`src/rtl/sequential_shift_add_multiplier.sv`:
```
// ---------------------------------------------------------------------------------------------
// sequential_shift_add_multiplier
//   Multi-cycle shift-and-add multiplier. It produces a 2*width-bit product from two width-bit
//   operands. Signed operands are handled by multiplying their magnitudes and then negating the
//   result when the operand signs differ. Latency is fixed: the product is valid, and done
//   pulses, width+1 clock edges after the edge that accepts start.
//
// Parameters
//   width        operand width; the product is 2*width bits
//   N_width      iteration counter width; 2**N_width must be greater than width
//
// Ports
//   clk          rising-edge clock
//   rst          asynchronous, active-high reset
//   start        request; sampled only in IDLE
//   signed_op    1 = two's-complement operands, 0 = unsigned; sampled with start
//   multiplicand operand A; sampled with start
//   multiplier   operand B; sampled with start
//   product      registered result; holds until the next accepted operation completes
//   busy         high while an operation is in progress
//   done         one-cycle pulse when product is updated
// ---------------------------------------------------------------------------------------------
module sequential_shift_add_multiplier #(
    parameter int width   = 8,
    parameter int N_width = 4
) (
    input  logic                 clk,
    input  logic                 rst,
    input  logic                 start,
    input  logic                 signed_op,
    input  logic [width-1:0]     multiplicand,
    input  logic [width-1:0]     multiplier,
    output logic [2*width-1:0]   product,
    output logic                 busy,
    output logic                 done
);

    typedef enum logic [1:0] {StIdle, StCalc, StFix} state_t;

    state_t               r_state, w_state_nxt;
    logic [width:0]       r_acc, w_acc_nxt;
    logic [width-1:0]     r_mplier, w_mplier_nxt;
    logic [width-1:0]     r_mcand, w_mcand_nxt;
    logic                 r_neg, w_neg_nxt;
    logic [N_width-1:0]   r_cnt, w_cnt_nxt;
    logic [2*width-1:0]   r_product, w_product_nxt;
    logic                 r_busy, w_busy_nxt;
    logic                 r_done, w_done_nxt;

    logic [width-1:0]     w_a_mag, w_b_mag;
    logic [width:0]       w_sum;
    logic [2*width-1:0]   w_mag, w_fixed;

    // -2**(width-1) negates to itself, which read as unsigned is the correct magnitude.
    assign w_a_mag = (signed_op && multiplicand[width-1]) ? (~multiplicand + width'(1))
                                                          : multiplicand;
    assign w_b_mag = (signed_op && multiplier[width-1]) ? (~multiplier + width'(1))
                                                        : multiplier;

    // acc is always below 2**width after a shift, so width+1 bits hold the sum without loss.
    assign w_sum   = r_acc + (r_mplier[0] ? {1'b0, r_mcand} : '0);
    assign w_mag   = {r_acc[width-1:0], r_mplier};
    // Negating a zero magnitude gives zero, so no special case is needed.
    assign w_fixed = r_neg ? (~w_mag + (2*width)'(1)) : w_mag;

    always_ff @(posedge clk or posedge rst) begin
        if (rst) begin
            r_state   <= StIdle;
            r_acc     <= '0;
            r_mplier  <= '0;
            r_mcand   <= '0;
            r_neg     <= 1'b0;
            r_cnt     <= '0;
            r_product <= '0;
            r_busy    <= 1'b0;
            r_done    <= 1'b0;
        end else begin
            r_state   <= w_state_nxt;
            r_acc     <= w_acc_nxt;
            r_mplier  <= w_mplier_nxt;
            r_mcand   <= w_mcand_nxt;
            r_neg     <= w_neg_nxt;
            r_cnt     <= w_cnt_nxt;
            r_product <= w_product_nxt;
            r_busy    <= w_busy_nxt;
            r_done    <= w_done_nxt;
        end
    end

    always_comb begin
        w_state_nxt   = r_state;
        w_acc_nxt     = r_acc;
        w_mplier_nxt  = r_mplier;
        w_mcand_nxt   = r_mcand;
        w_neg_nxt     = r_neg;
        w_cnt_nxt     = r_cnt;
        w_product_nxt = r_product;
        w_busy_nxt    = r_busy;
        w_done_nxt    = 1'b0;

        case (r_state)
            StIdle: begin
                if (start) begin
                    w_mcand_nxt  = w_a_mag;
                    w_mplier_nxt = w_b_mag;
                    w_neg_nxt    = signed_op & (multiplicand[width-1] ^ multiplier[width-1]);
                    w_acc_nxt    = '0;
                    w_cnt_nxt    = N_width'(width);
                    w_busy_nxt   = 1'b1;
                    w_state_nxt  = StCalc;
                end
            end
            StCalc: begin
                // {acc, mplier} <= {sum, mplier} >> 1
                w_acc_nxt    = {1'b0, w_sum[width:1]};
                w_mplier_nxt = {w_sum[0], r_mplier[width-1:1]};
                w_cnt_nxt    = r_cnt - N_width'(1);
                if (r_cnt == N_width'(1)) begin
                    w_state_nxt = StFix;
                end
            end
            StFix: begin
                w_product_nxt = w_fixed;
                w_done_nxt    = 1'b1;
                w_busy_nxt    = 1'b0;
                w_state_nxt   = StIdle;
            end
            default: begin
                w_state_nxt = StIdle;
            end
        endcase
    end

    assign product = r_product;
    assign busy    = r_busy;
    assign done    = r_done;

endmodule

```
`config.mk`:
```
export PLATFORM = sky130hd
export DESIGN_NAME = sequential_shift_add_multiplier
export DESIGN_NICKNAME = d
export VERILOG_FILES = /design/src/rtl/sequential_shift_add_multiplier.sv
export SDC_FILE = /design/constraint.sdc
export NUM_CORES = 1
export LEC_CHECK = 0
export CAP_MARGIN = 20
export CORE_MARGIN = 3
export CORE_UTILIZATION = 40
export CTS_BUF_LIST = sky130_fd_sc_hd__clkbuf_8
export CTS_CLUSTER_SIZE = 25
export DETAILED_ROUTE_END_ITERATION = 10
export GPL_TIMING_DRIVEN = 0
export PLACE_DENSITY = 0.6
export SETUP_SLACK_MARGIN = 0.15
export SYNTH_ARGS = -nofsm -noshare
export SYNTH_HDL_FRONTEND = slang
export SYNTH_SLANG_ARGS = --single-unit
```
`constraint.sdc`:
```
create_clock -name clk -period 3.2 [get_ports clk]
set_input_delay 0.32 -clock clk [delete_from_list [all_inputs] [get_ports clk]]
set_output_delay 0.32 -clock clk [all_outputs]
set_load 0.01 [all_outputs]
```
==> flow_metrics.py <==
metrics = {
    "floorplan": {
        "die_area_sq_um": 7950,
        "die_w_microns": 89.2,
        "rows": 29,
        "initial_core_util": 0.424,
        "core_sq_um": 6530,
        "die_y_microns": 89.2,
        "ios": 38,
    },
    "critical_path": {
        "reg2reg_depth": 9,
        "reg2reg_slack_ps": 660,
        "crit_family": "compound AO/OA/AOI/OAI gates",
        "worst-path-max-fanout": 10,
        "path_buf_inv": 1,
        "crit_arrival_ps": 2720,
        "max_stage_delay_ps": 430,
        "critPathKind": "register to register",
        "crit_path_start_kind": "register",
        "crit_chain": "clkbuf_1 -> and2_1 -> ha_1 -> fa_1 -> a21o_1 -> a311o_1 -> a21oi_1 -> xor2_1 -> o21ai_0",
        "critical_path_required_ps": 3380,
        "cp-end-kind": "register",
        "crit_cells": 9,
        "slowest_stage": "fa_1",
    },
    "logic_synthesis": {
        "ys_seq_area_frac": 0.443,
        "synth_edf_count": 0,
        "synth_top_area_share": 0.443,
        "synth_cells": 302,
        "async_flop_share": 1.00,
        "yosysTopAreaCell": "dfrtp_1",
        "synth_common_cells": "dfrtp_1, o21ai_0, nand2_1",
        "yosysMostFrequentCell": "dfrtp_1",
        "synthTopCellsByArea": "dfrtp_1, o21ai_0, xor2_1, ha_1, nand2_1",
        "synth_area_sq_um": 2770,
        "ys_warn_count": 0,
        "syn-mean-instance-area_sq_um": 9.16,
        "synth-main-ff-cell": "dfrtp_1",
        "syn-num-nets": 336,
        "synth_cell_types": 34,
        "ys_ff_latch": 49,
    },
    "clock_tree": {
        "cts_root_buf": "clkbuf_8",
        "clk_latency_ps": 300,
        "clk_path_buf_depth": 2,
        "cts_tree": "built",
        "cts_buffers": 5,
        "cts_sinks": 49,
        "postCtsSetupBuffers": 0,
        "cts_hold_buf": 0,
        "path_clk_slew_ps": 100,
        "htreeDepth": 2,
        "cts_resized": 0,
    },
    "finish": {
        "drive_above_1_share": 0.0345,
        "nNetsFinal": 381,
        "fin_cells": 425,
        "fill_cells": 633,
        "regArea_sq_um": 1230,
        "utilization": 0.511,
        "antenna_cells": 0,
        "multiInputGateArea_sq_um": 1450,
        "design_area_sq_um": 3340,
        "synthToLayoutAreaGrowth_pct": 20.7,
    },
    "placed_design": {
        "io_buffers": 37,
        "placed_cells": 417,
        "post-place-ws_ps": 690,
        "post_dp_cell_area_sq_um": 3250,
        "dp_hpwl_microns": 4710,
        "gp_congestion": 0.825,
    },
    "sta": {
        "timing.final.crit_share": 0.795,
        "fin_worst_skew_ps": 13.2,
        "finalCriticalPeriod_ps": 2540,
        "worstMarginPinSlew_ps": 686,
        "tns_ps": 0,
        "drv_slew": 0,
        "slew-limit-headroom": 0.541,
        "fin_hold_ws_ps": 261,
        "fin_ws_ps": 656,
        "finalHoldViolCount": 0,
        "clock.fmax_ghz": 0.393,
        "setup_viol": 0,
        "rsz0062_at_grt": "no",
    },
    "pwr": {
        "power_frac_seq": 0.394,
        "power_frac_comb": 0.479,
        "p_sw_frac": 0.418,
        "p_leak_nw": 1.45,
        "p_total_mw": 2.89,
        "pwr-share-clk": 0.127,
        "ir_drop_uv": 381,
        "power.switching_mw": 1.21,
        "power-per-cell-area_nw_per_um2": 864,
        "p_int_mw": 1.68,
    },
    "grt": {
        "grt_pass1_vias": 2294,
        "antenna_found_initial": 0,
        "grt-ovfl-total": 0,
        "grtUsageTotal": 0.169,
        "grt_pass1_wl_microns": 10600,
        "grt_max_degree": 39,
    },
    "routing": {
        "post_drt_via_cell_ratio": 5.32,
        "routed_wl_microns": 6190,
        "antenna_left": 0,
        "vias": 2263,
        "drc_errors": 0,
        "drt_iter0_drc": 119,
        "wire_per_inst_microns": 14.6,
        "firstDrtPassIters": 4,
    },
    "hold_path": {
        "hold_class": "primary input to asynchronous set/reset pin",
    },
    "status": {
        "outcome": "completed",
    },
    "job": {
        "max_cap_viol_count": 0,
    },
}
[worst reg2reg max path, delay by kind of cell (launching register included)]
family | cells | cell delay [ps]
AO/OA/AOI/OAI | 4 | 840
XOR/XNOR | 1 | 150
flip-flops | 1 | 380
AND/OR/NAND/NOR | 1 | 190
adder cells (fa/ha/maj) | 2 | 660
buffers and inverters | 1 | 190
[power groups by stage]
stage | clock network (mW) | logic, mW | registers [mW]
finish | 0.367 | 1.38 | 1.14
global route | 0.400 | 1.58 | 1.18
global placement | 0 | 1.36 | 1.14
CTS | 0.379 | 1.39 | 1.14
detailed placement | 0 | 1.38 | 1.15
floorplan | 0 | 0.903 | 1.12
[state kept, by name, indices dropped and copies added (netlist names)]
register and cells:
r_neg 1, r_mplier 8, r_cnt 4, r_state 2, product 16, busy 1
done 1, r_mcand 8, r_acc 8
[worst paths after layout]
path,start,to
max reg2reg,r_mplier[0],r_acc[5]
max,r_mplier[0],r_acc[5]
min,rst,busy
min in group clk,product[11],product[11]
max in group asynchronous,rst,r_mcand[6]
min reg2reg,product[11],product[11]
[layout make-up]
class,count,area share
multi-input cells,230,0.435
flip-flops and latches,49,0.367
clock buffers,5,0.0206
repair buffers,38,0.117
well taps,77,0.0288
plain buffers,13,0.0146
clock inverters,3,0.00525
inverters,10,0.0112
[cell families after synthesis]
logic type / Yosys count / synth area share
AND/OR/NAND/NOR: 99 / 0.173
AO/OA/AOI/OAI: 84 / 0.181
flip-flops: 49 / 0.443
XOR/XNOR: 30 / 0.0950
buffers and inverters: 23 / 0.0312
adder cells (fa/ha/maj): 14 / 0.0660
multiplexers: 3 / 0.0109
[placed cells by master, fill, tap and decap left out, types with 4 or more instances in the layout]
master / instances
o21ai_0: 46
and2_1: 10
xor2_1: 21
ha_1: 13
nand2_1: 39
nor2b_1: 4
xnor2_1: 9
a21oi_1: 9
a22oi_1: 6
o41ai_1: 4
o31ai_1: 4
clkbuf_1: 13
nor2_1: 15
clkdlybuf4s50_1: 37
nand3_1: 13
dfrtp_1: 49
clkbuf_8: 5
inv_1: 10
nand2b_1: 6
[layer usage]
metal	routed length (microns)	global-route usage
met4	67	0.0474
met5	0	0
met2	2880	0.289
met1	2980	0.220
met3	263	0.0295
(Power assumes the default switching activity.)
